==> src/rtl/arm_control_unit.sv <==
// Single-cycle ARM-subset controller: decodes Instr against the stored NZCV flags.
// Optional macro ARM_CTRL_CMP_EN adds CMP/CMN (cmd 1010/1011 with S=1) decode.
module arm_control_unit #(
  parameter logic [3:0] FLAGS_RESET = 4'b0000
) (
  input  logic        clk,
  input  logic        reset,
  input  logic [31:0] Instr,
  input  logic [3:0]  ALUFlags,
  output logic [1:0]  RegSrc,
  output logic        RegWrite,
  output logic [1:0]  ImmSrc,
  output logic        ALUSrc,
  output logic [1:0]  ALUControl,
  output logic        MemtoReg,
  output logic        MemWrite,
  output logic        PCSrc,
  output logic [3:0]  Flags
);

  logic [3:0] r_flags;

  logic [3:0] w_cond;
  logic [1:0] w_op;
  logic [5:0] w_funct;
  logic [3:0] w_cmd;
  logic       w_s;
  logic [3:0] w_rd;
  logic       w_unused;

  logic       w_mainRegW;
  logic       w_regW;
  logic       w_memW;
  logic       w_branch;
  logic       w_aluOp;
  logic [1:0] w_flagW;
  logic       w_pcs;
  logic       w_condEx;
  logic       w_n, w_z, w_c, w_v;

  assign w_cond   = Instr[31:28];
  assign w_op     = Instr[27:26];
  assign w_funct  = Instr[25:20];
  assign w_cmd    = w_funct[4:1];
  assign w_s      = w_funct[0];
  assign w_rd     = Instr[15:12];
  assign w_unused = ^{Instr[19:16], Instr[11:0]};

  always_comb begin
    RegSrc     = 2'b00;
    ImmSrc     = 2'b00;
    ALUSrc     = 1'b0;
    MemtoReg   = 1'b0;
    w_mainRegW = 1'b0;
    w_memW     = 1'b0;
    w_branch   = 1'b0;
    w_aluOp    = 1'b0;
    case (w_op)
      2'b00: begin
        ALUSrc     = w_funct[5];
        w_mainRegW = 1'b1;
        w_aluOp    = 1'b1;
      end
      2'b01: begin
        ImmSrc = 2'b01;
        ALUSrc = 1'b1;
        if (w_funct[0]) begin
          MemtoReg   = 1'b1;
          w_mainRegW = 1'b1;
        end else begin
          RegSrc = 2'b10;
          w_memW = 1'b1;
        end
      end
      2'b10: begin
        RegSrc   = 2'b01;
        ImmSrc   = 2'b10;
        ALUSrc   = 1'b1;
        w_branch = 1'b1;
      end
      default: ;
    endcase
  end

  // Unsupported data-processing commands become NOPs: no register or flag write.
  always_comb begin
    ALUControl = 2'b00;
    w_flagW    = 2'b00;
    w_regW     = w_mainRegW;
    if (w_aluOp) begin
      case (w_cmd)
        4'b0100: begin ALUControl = 2'b00; w_flagW = {w_s, w_s};  end
        4'b0010: begin ALUControl = 2'b01; w_flagW = {w_s, w_s};  end
        4'b0000: begin ALUControl = 2'b10; w_flagW = {w_s, 1'b0}; end
        4'b1100: begin ALUControl = 2'b11; w_flagW = {w_s, 1'b0}; end
`ifdef ARM_CTRL_CMP_EN
        4'b1010: begin
          w_regW = 1'b0;
          if (w_s) begin
            ALUControl = 2'b01;
            w_flagW    = 2'b11;
          end
        end
        4'b1011: begin
          w_regW = 1'b0;
          if (w_s) begin
            ALUControl = 2'b00;
            w_flagW    = 2'b11;
          end
        end
`endif
        default: w_regW = 1'b0;
      endcase
    end
  end

  assign {w_n, w_z, w_c, w_v} = r_flags;

  always_comb begin
    w_condEx = 1'b0;
    case (w_cond)
      4'h0: w_condEx = w_z;
      4'h1: w_condEx = ~w_z;
      4'h2: w_condEx = w_c;
      4'h3: w_condEx = ~w_c;
      4'h4: w_condEx = w_n;
      4'h5: w_condEx = ~w_n;
      4'h6: w_condEx = w_v;
      4'h7: w_condEx = ~w_v;
      4'h8: w_condEx = w_c & ~w_z;
      4'h9: w_condEx = ~w_c | w_z;
      4'hA: w_condEx = (w_n == w_v);
      4'hB: w_condEx = (w_n != w_v);
      4'hC: w_condEx = ~w_z & (w_n == w_v);
      4'hD: w_condEx = w_z | (w_n != w_v);
      4'hE: w_condEx = 1'b1;
      default: w_condEx = 1'b0;
    endcase
  end

  assign w_pcs    = w_branch | (w_regW & (w_rd == 4'hF));
  assign RegWrite = w_regW & w_condEx;
  assign MemWrite = w_memW & w_condEx;
  assign PCSrc    = w_pcs & w_condEx;
  assign Flags    = r_flags;

  // NZ and CV halves update independently so logical ops leave C/V intact.
  always_ff @(posedge clk or posedge reset) begin
    if (reset) begin
      r_flags <= FLAGS_RESET;
    end else begin
      if (w_flagW[1] & w_condEx) r_flags[3:2] <= ALUFlags[3:2];
      if (w_flagW[0] & w_condEx) r_flags[1:0] <= ALUFlags[1:0];
    end
  end

endmodule
==> config.mk <==
export PLATFORM = sky130hd
export DESIGN_NAME = arm_control_unit
export DESIGN_NICKNAME = d
export VERILOG_FILES = /design/src/rtl/arm_control_unit.sv
export SDC_FILE = /design/constraint.sdc
export NUM_CORES = 1
export LEC_CHECK = 0
export ABC_AREA = 1
export ABC_CLOCK_PERIOD_IN_PS = 4200
export BUFFER_PORTS_ARGS = -buffer_cell sky130_fd_sc_hd__buf_2
export CAP_MARGIN = 15
export CORE_MARGIN = 1
export CORE_UTILIZATION = 40
export CTS_CLUSTER_DIAMETER = 150
export DETAILED_ROUTE_END_ITERATION = 6
export GPL_TIMING_DRIVEN = 0
export MAX_ROUTING_LAYER = met4
export PLACE_DENSITY = 0.95
export RECOVER_POWER = 25
export REMOVE_ABC_BUFFERS = 1
export SKIP_LAST_GASP = 1
export SLEW_MARGIN = 20
export SYNTH_ARGS = -nofsm -noshare
export SYNTH_HDL_FRONTEND = slang
export SYNTH_SLANG_ARGS = --single-unit
==> constraint.sdc <==
create_clock -name clk -period 4.2 [get_ports clk]
set_input_delay 1.26 -clock clk [delete_from_list [all_inputs] [get_ports clk]]
set_output_delay 1.26 -clock clk [all_outputs]
set_load 0.02 [all_outputs]
==> results of run 1 <==
==> stage by stage <==
step | worst slack, ns | area (um2)
floorplan | 0.5352 | 604.3
global placement | 0.6275 | 803.3
detailed placement | 0.6091 | 803.3
CTS | 0.5990 | 825.8
global route | 0.4427 | 824.5
finish | 0.5755 | 824.5
==> cell type report <==
class | instances | area [um2]
well taps | 15 | 18.77
clock buffers | 3 | 22.52
inverters | 17 | 63.81
flip-flops and latches | 4 | 100.1
fillers | 152 | 541.8
multi-input cells | 86 | 440.4
repair buffers | 36 | 178.9
==> worst max-delay path, cell delays in order <==
cell	delay, ns
buf_2	0.14
nor2_1	0.18
nand3_1	0.09
o21ai_0	0.22
a21oi_2	0.10
nand2_4	0.12
o21ai_1	0.07
inv_1	0.04
buf_2	0.15
==> kinds of logic (layout without fill, tap and decap cells) <==
family	Yosys count	after routing	synth area share, %
DFF	4	4	16.36
and+or+nand+nor	69	69	50.92
buffers and inverters	18	56	11.66
AOI/OAI and AO/OA	12	12	10.84
adders and majority gates	5	5	10.22
==> synthesized netlist by cell type <==
cell type / count
nand2_1: 30
nand3_1: 18
inv_1: 14
nor2_1: 13
a21oi_1: 7
ha_1: 5
dfrtp_1: 4
inv_2: 3
nand2_2: 3
o21ai_0: 2
a21boi_0: 1
a21oi_2: 1
buf_4: 1
nand2_4: 1
nand3b_1: 1
nand4_1: 1
nor2_4: 1
nor3_1: 1
o21ai_1: 1
==> worst paths after layout <==
| path | from | endpoint | slack [ns] | cells after the start |
|---|---|---|---|---|
| max reg2reg | Flags[3] | Flags[1] | 2.80 | 11 |
| max in group asynchronous | reset | Flags[0] | 3.16 | 2 |
| max | Instr[29] | PCSrc | 0.58 | 9 |
| min reg2reg | Flags[2] | Flags[2] | 0.59 | 2 |
| min in group asynchronous | reset | Flags[2] | 0.88 | 2 |
| min | Flags[2] | Flags[2] | 0.59 | 2 |
==> layer usage <==
layer | track usage, % | share of wire (%)
met1 | 21.75 | 40
met4 | 12.10 | 2.0
met5 | - | 0
met2 | 42.97 | 50
met3 | 8.152 | 8.3
==> power breakdown <==
group,switching (mW),leakage [nW],internal (mW)
combinational,0.0616,0.446,0.0338
sequential,0.0113,0.0533,0.0458
clock,0.0184,0.0138,0.0321
total,0.0913,0.513,0.112
==> results.md, run 1 <==
- Outcome: complete, no violations
- Syn. warnings: 0
- Sum Neg Setup Slack: 0 ns
- Antenna diodes: 0
- Largest net degree at the start of global routing: 8
- Mean routed wirelength per cell: 10.10 um
- Setup CP Type: input pin to primary output
- Skew final: 0.005475 ns
- Peak supply drop: 0.1269 mV
- GP Congestion: 0.6926
- Most frequent cells in the layout: buf_2 (35), nand2_1 (30), nand3_1 (18), inv_1 (14), nor2_1 (13)
- Share of layout cells above drive strength 1: 32.19%
- # rows: 13
- Synthesized area: 611.8 um2
- CTS buffer count: 3
- Routed vias: 808
- Io pins: 53
- TritonCTS Sinks: 4
- DP Wirelength: 1324 um
- Post-synth top area share: 18.40%
- Netlist cell types: 19
- Syn-to-layout area delta: 34.76%
- Fmax: 275.9 MHz
- Tmin final: 3.624 ns
- WP data required: 2.94 ns
- Fin crit share: 86.30%
- Pre-antenna DRT Iters: 4
- First-pass GRT wire length: 2559 um
- Initial antenna violation count: 0
- Clock Latency Late Sink: 0.25 ns
- Total Wirelength: 1626 um
- Worst slew margin: 82.53%
- Nets: 191
- Commonest non-fill, non-tap cell in the layout: buf_2
- Dpl cells: 158
- Crit path DAT: 2.36 ns
- Min Hold Slack: 0.5852 ns
- Cts-stage hold buffer count: 0
- Pwr Total: 0.2031 mW
- Gr usage total: 23.74%
- Remaining DRCs: 0
- Iteration-0 DRC Markers: 17
- Power Density: 246.4 mW/mm2
- Utilization after layout: 60.35%
- Core box area: 0.001366 mm2
- Starting Density: 44.78%
- Post-CTS Setup Bufs: 0
- Final setup fails: 0
- Share of the yosys chip area belonging to registers: 16.36%
- Critical path peak fanout: 7
- Max Cap Violations: 0
- RSZ-0062 raised after global routing: no
- CTS clk-pin slew, worst paths: 0.04 ns
- Layout Cells excl Fill: 161
- Vias in the first global route: 714
- HP Class: flop to flop
- CTS Buffer Depth: 2
- Cts repair resizes: 0
- Crit path launch type: input pin
- Worst slew pin tran: 0.2621 ns
- CTS tree: yes
- Chip height: 41.11 um
- Die W: 41.11 um
- Slew Viols, Final: 0
- Synthesized flop and latch total: 4
- CTS H-Tree Depth: 1
- DR vias/cell: 5.019
- Syn avg cell area: 5.665 um2
- DRT antenna net count: 0
- Overflow after GRT: 0
- Max reg flops: 4
- Top post-synthesis cells by area: nand2_1 (18%), dfrtp_1 (16%), nand3_1 (15%), ha_1 (10%), inv_1 (8.6%)
- DIE AREA: 0.001690 mm2
- Mapped Cells: 108
- PortBufs: 36
- Root Driver: clkbuf_4
- Final Hold Vio Count: 0
- Synth area leader: nand2_1
- Leakage: 0.5128 nW
- Setup crit end kind: primary output
Note: power is estimated with default switching activity, not from simulation.
==> run 2, diff against run 1 <==
--- a/config.mk
+++ b/config.mk
@@ -6,19 +6,18 @@
 export NUM_CORES = 1
 export LEC_CHECK = 0
 export ABC_AREA = 1
-export ABC_CLOCK_PERIOD_IN_PS = 4200
+export ABC_CLOCK_PERIOD_IN_PS = 3300
 export BUFFER_PORTS_ARGS = -buffer_cell sky130_fd_sc_hd__buf_2
 export CAP_MARGIN = 15
 export CORE_MARGIN = 1
-export CORE_UTILIZATION = 40
+export CORE_UTILIZATION = 33
 export CTS_CLUSTER_DIAMETER = 150
 export DETAILED_ROUTE_END_ITERATION = 6
 export GPL_TIMING_DRIVEN = 0
 export MAX_ROUTING_LAYER = met4
-export PLACE_DENSITY = 0.95
+export PLACE_DENSITY = 0.85
 export RECOVER_POWER = 25
 export REMOVE_ABC_BUFFERS = 1
-export SKIP_LAST_GASP = 1
 export SLEW_MARGIN = 20
 export SYNTH_ARGS = -nofsm -noshare
 export SYNTH_HDL_FRONTEND = slang
==> constraint.sdc (replaced) <==
create_clock -name clk -period 3.3 [get_ports clk]
set_input_delay 0.99 -clock clk [delete_from_list [all_inputs] [get_ports clk]]
set_output_delay 0.99 -clock clk [all_outputs]
set_load 0.02 [all_outputs]
==> results.md, run 2 (synthesis gave the netlist of run 1 again) <==
- Fin crit share: 93.13%
- RSZ-0062 raised after global routing: no
- Starting Density: 35.43% (-9.3 points)
- Pre-antenna DRT Iters: 5 (+1)
- Overflow after GRT: 0 (unchanged)
- Layout Cells excl Fill: 171 (+6.2%)
- DRT antenna net count: 0 (unchanged)
- Iteration-0 DRC Markers: 10 (-7)
- GP Congestion: 0.9134 (+32%)
- Skew final: 0.0003150 ns (-0.005160 ns)
- Root Driver: clkbuf_4
- Utilization after layout: 48.48% (-12 points)
- Pre-CTS WS: 0.2277 ns (-0.3815 ns)
- Syn-to-layout area delta: 36.81%
- Power Density: 302.4 mW/mm2 (+23%)
- Commonest non-fill, non-tap cell in the layout: buf_2
- Nets: 191 (unchanged)
- CTS clk-pin slew, worst paths: 0.04 ns (about the same)
- CTS buffer count: 3 (unchanged)
- Critical path peak fanout: 7 (unchanged)
- Most used cell, CP: buf_2
- DP Wirelength: 1277 um (-3.6%)
- Peak supply drop: 0.1953 mV (+54%)
- Hold Path Cell Cnt: 2 (unchanged)
- R2r setup slk: 1.91 ns (-0.89 ns)
- Max Cap Violations: 0 (unchanged)
- Area post-placement: 815.8 um2 (+1.6%)
- Worst path max stage delay: 0.21 ns (about the same)
- First-pass GRT wire length: 2449 um (-4.3%)
- Design area: 837.1 um2 (+1.5%)
- Share of layout cells above drive strength 1: 32.19% (unchanged)
- Worst slew pin tran: 0.2595 ns (-0.002591 ns)
- Slew Viols, Final: 0 (unchanged)
- Clock Latency Late Sink: 0.23 ns (-0.02 ns)
- WP data required: 2.31 ns (-0.63 ns)
- Largest net degree at the start of global routing: 8 (unchanged)
- Min-delay src: Flags[2]
- Fmax: 325.4 MHz
- Antenna diodes: 0 (unchanged)
- Crit path DAT: 2.08 ns (-0.28 ns)
- PortBufs: 36 (unchanged)
- Post-layout worst setup margin: 0.2267 ns (-0.3488 ns)
- Worst R2R End: Flags[1]
- Dpl cells: 168 (+6.3%)
- Buffers plus inverters on the worst setup path: 3 (unchanged)
- R2r startpoint: Flags[3]
- Remaining DRCs: 0 (unchanged)
- TritonCTS Sinks: 4 (unchanged)
- Mean routed wirelength per cell: 8.871 um (-12%)
- Max reg flops: 4 (unchanged)
- CTS H-Tree Depth: 1 (unchanged)
- CTS tree: yes
- Cts-stage hold buffer count: 0 (unchanged)
- # rows: 15 (+2)
- CTS Buffer Depth: 2 (unchanged)
- Sum Neg Setup Slack: 0 ns (unchanged)
- Post-CTS Setup Bufs: 0 (unchanged)
- Setup CP Type: input pin to primary output
- Most frequent cells in the layout: buf_2 (35), nand2_1 (30), nand3_1 (18), inv_1 (14), nor2_1 (13)
- Total Wirelength: 1517 um (-6.7%)
- Min Hold Slack: 0.5515 ns (-0.03366 ns)
- Vias in the first global route: 669 (-6.3%)
- Gr usage total: 16.52% (-7.2 points)
- Pwr Total: 0.2531 mW (+25%)
- Io pins: 53 (unchanged)
- Worst slew margin: 82.70% (+0.17 points)
- Die W: 45.06 um (+9.6%)
- Crit-path cells: buf_2, nor2_1, nand3_1, o21ai_0, a21oi_2, nand2_4, o21ai_1, inv_1, buf_2
- Crit path launch type: input pin
- Final Hold Vio Count: 0 (unchanged)
- Hold Path End: Flags[2]
- Routed vias: 783 (-3.1%)
- Leakage: 0.5128 nW (unchanged)
- DIE AREA: 0.002030 mm2 (+20%)
- DR vias/cell: 4.579 (-8.8%)
- Outcome: complete, no violations
- Worst r2r path cells: 10 (-1)
- Final setup fails: 0 (unchanged)
- Tmin final: 3.073 ns
- Initial antenna violation count: 0 (unchanged)
- Crit path max-delay family: simple AND/OR/NAND/NOR gates
- Setup crit end kind: primary output
- Slowest CP cell: o21ai_0
- HP Class: flop to flop
- Chip height: 45.06 um (+9.6%)
- Core box area: 0.001727 mm2 (+26%)
- Cts repair resizes: 0 (unchanged)
-- run 2: cell counts in the layout (fill, tap and decap cells not counted) --
Identical to the previous run, type by type.
-- run 2: worst min-delay path: cells and delay by family (launching register included) --
family | cells | cell delay [ns]
AND/OR/NAND/NOR | 2 | 0.11
flip-flops | 1 | 0.40
-- run 2: metal layers --
metal  GRT usage (%)  vias up  part of all wire [%]
met1           20.40      333                    43
met4           7.273        0                     0
met2           26.67       30                    50
met3           2.400        0                   6.6
met5               -        -                     0
li1                -      420                     -
-- run 2: area by class of cell --
type	count	area, um2
multi-input combinational	86	440.4
inverter	17	63.81
clock buffer	3	22.52
timing repair buffer	36	178.9
tap	25	31.28
sequential	4	100.1
fill	197	889.6
-- run 2: power breakdown --
group | internal, mW | switching [mW] | total [mW]
sequential | 0.0583 | 0.0133 | 0.0717
combinational | 0.0431 | 0.0777 | 0.121
clock | 0.0407 | 0.0199 | 0.0606
total | 0.142 | 0.111 | 0.253
-- run 2: how the worst max path moves through the flow --
stage                   start        to  slack (ns)  cells past startpoint
finish              Instr[29]     PCSrc        0.23                      9
global route        Instr[29]     PCSrc        0.06                     11
floorplan           Instr[27]  MemWrite        0.18                      5
global placement    Instr[29]     PCSrc        0.26                     11
CTS                 Instr[29]     PCSrc        0.22                      9
detailed placement  Instr[29]     PCSrc        0.23                      9
==> run 3, diff against run 2 <==
--- a/config.mk
+++ b/config.mk
@@ -17,7 +17,6 @@
 export MAX_ROUTING_LAYER = met4
 export PLACE_DENSITY = 0.85
 export RECOVER_POWER = 25
-export REMOVE_ABC_BUFFERS = 1
 export SLEW_MARGIN = 20
 export SYNTH_ARGS = -nofsm -noshare
 export SYNTH_HDL_FRONTEND = slang
==> results.md, run 3 (synthesis gave the netlist of run 1 again) <==
- GP Congestion: 0.8969 (-1.8%)
- CTS clk-pin slew, worst paths: 0.04 ns (about the same)
- DP Wirelength: 1278 um (about the same)
- Outcome: complete, no violations
- Min-delay src: Flags[3]
- Fillers: 190 (-3.6%)
- Fin crit share: 93.33% (+0.20 points)
- Max Cap Violations: 0 (unchanged)
- Clock Latency Late Sink: 0.24 ns (about the same)
- Design area: 844.6 um2 (+0.90%)
- Mean routed wirelength per cell: 8.773 um (-1.1%)
- Max reg flops: 4 (unchanged)
- Tmin final: 3.080 ns (+0.006539 ns)
- Layout Cells excl Fill: 172 (+0.58%)
- Pre-antenna DRT Iters: 4 (-1)
- Crit path launch type: input pin
- Die W: 45.06 um (unchanged)
- Root Driver: clkbuf_4
- Worst slew pin tran: 0.2666 ns (+0.007168 ns)
- WP data required: 2.31 ns (about the same)
- Skew final: 0.002903 ns (+0.002588 ns)
- CTS buffer count: 3 (unchanged)
- Most frequent cells in the layout: buf_2 (35), nand2_1 (30), nand3_1 (18), inv_1 (14), nor2_1 (13)
- RSZ-0062 raised after global routing: no
- First-pass GRT wire length: 2518 um (+2.8%)
- Critical path peak fanout: 7 (unchanged)
- # rows: 15 (unchanged)
- Syn Nets: 151
- DIE AREA: 0.002030 mm2 (unchanged)
- Remaining DRCs: 0 (unchanged)
- PortBufs: 36 (unchanged)
- Cts-stage hold buffer count: 0 (unchanged)
- Setup CP Type: input pin to primary output
- Cts repair resizes: 0 (unchanged)
- Final Hold Vio Count: 0 (unchanged)
- Share of layout cells above drive strength 1: 32.65% (+0.46 points)
- Syn-to-layout area delta: 38.04%
- Fmax: 324.7 MHz (-0.21%)
- Setup crit end kind: primary output
- Antenna diodes: 0 (unchanged)
- Initial antenna violation count: 0 (unchanged)
- DR vias/cell: 4.808 (+5.0%)
- R2r startpoint: Flags[3]
- Sum Neg Setup Slack: 0 ns (unchanged)
- CTS H-Tree Depth: 1 (unchanged)
- Chip height: 45.06 um (unchanged)
- CTS Buffer Depth: 2 (unchanged)
- Core box area: 0.001727 mm2 (unchanged)
- Overflow after GRT: 0 (unchanged)
- Dpl cells: 169 (+0.60%)
- Slew Viols, Final: 0 (unchanged)
- Peak supply drop: 0.1648 mV (-16%)
- Largest net degree at the start of global routing: 8 (unchanged)
- DRT antenna net count: 0 (unchanged)
- Pwr Total: 0.2558 mW (+1.1%)
- TritonCTS Sinks: 4 (unchanged)
- Gr usage total: 17.48% (+0.96 points)
- Total Wirelength: 1509 um (-0.53%)
- CTS tree: yes
- Crit path from: Instr[29]
- Iteration-0 DRC Markers: 8 (-2)
- Vias in the first global route: 671 (+0.30%)
- Leakage: 0.5179 nW (+1.0%)
- Nets: 192 (+0.52%)
- Area post-placement: 823.3 um2 (+0.92%)
- Power Density: 302.9 mW/mm2 (+0.18%)
- Starting Density: 35.43% (unchanged)
- Crit path DAT: 2.09 ns (about the same)
- Commonest non-fill, non-tap cell in the layout: buf_2
- Final setup fails: 0 (unchanged)
- Routed vias: 827 (+5.6%)
- Io pins: 53 (unchanged)
- Worst slew margin: 82.22% (-0.48 points)
- Post-CTS Setup Bufs: 0 (unchanged)
- HP Class: flop to flop
-- run 3: cell count changes in the layout (fill, tap and decap cells not counted), sizes merged --
cell | previous run | this run
buf | 35 | 36
-- run 3: report_power, final --
group / switching (mW) / internal (mW)
sequential: 0.0135 / 0.0583
combinational: 0.0773 / 0.0438
clock: 0.0221 / 0.0408
total: 0.113 / 0.143
-- run 3: worst paths after layout --
| kind | slack (ns) | depth (start not counted) | to |
|---|---|---|---|
| max | 0.22 | 11 | PCSrc |
| min | 0.56 | 2 | Flags[3] |
| max reg2reg | 1.92 | 10 | Flags[0] |
| min reg2reg | 0.56 | 2 | Flags[3] |
| max in group asynchronous | 2.53 | 2 | Flags[1] |
| min in group asynchronous | 0.62 | 2 | Flags[2] |
-- run 3: layer usage --
layer | wire length (um) | vias up | GRT usage [%]
li1 | - | 424 | -
met1 | 632 | 361 | 18.92
met2 | 727 | 37 | 29.86
met3 | 112 | 5 | 2.400
met4 | 36 | 0 | 10.91
met5 | 0 | - | -
-- run 3: metrics by stage --
step	hold WS [ns]	util (%)	setup WS (ns)
6_report	0.5554	48.91	0.2202
5_1_grt	0.5818	48.91	0.1063
4_1_cts	0.5619	48.99	0.2195
3_5_place_dp	0.5521	47.68	0.2230
3_3_place_gp	0.5307	47.68	0.2565
2_1_floorplan	0.6262	-	0.1752
-- run 3: layout make-up --
cell class / instances / area (um2) / area share [%]
Multi-Input combinational cell: 86 / 440.4 / 52.15
Timing Repair Buffer: 36 / 178.9 / 21.19
Sequential cell: 4 / 100.1 / 11.85
Inverter: 17 / 63.81 / 7.556
Tap cell: 25 / 31.28 / 3.704
Clock buffer: 3 / 22.52 / 2.667
Buffer: 1 / 7.507 / 0.8889
-- run 3: worst max-delay path, cell delays in order --
cell     delay [ns]
buf_2          0.14
nor2_1         0.19
nand3_1        0.11
nor2_1         0.10
nand2_1        0.06
nand2_1        0.10
nor2_4         0.06
nand2_4        0.09
o21ai_1        0.07
inv_1          0.04
buf_2          0.15
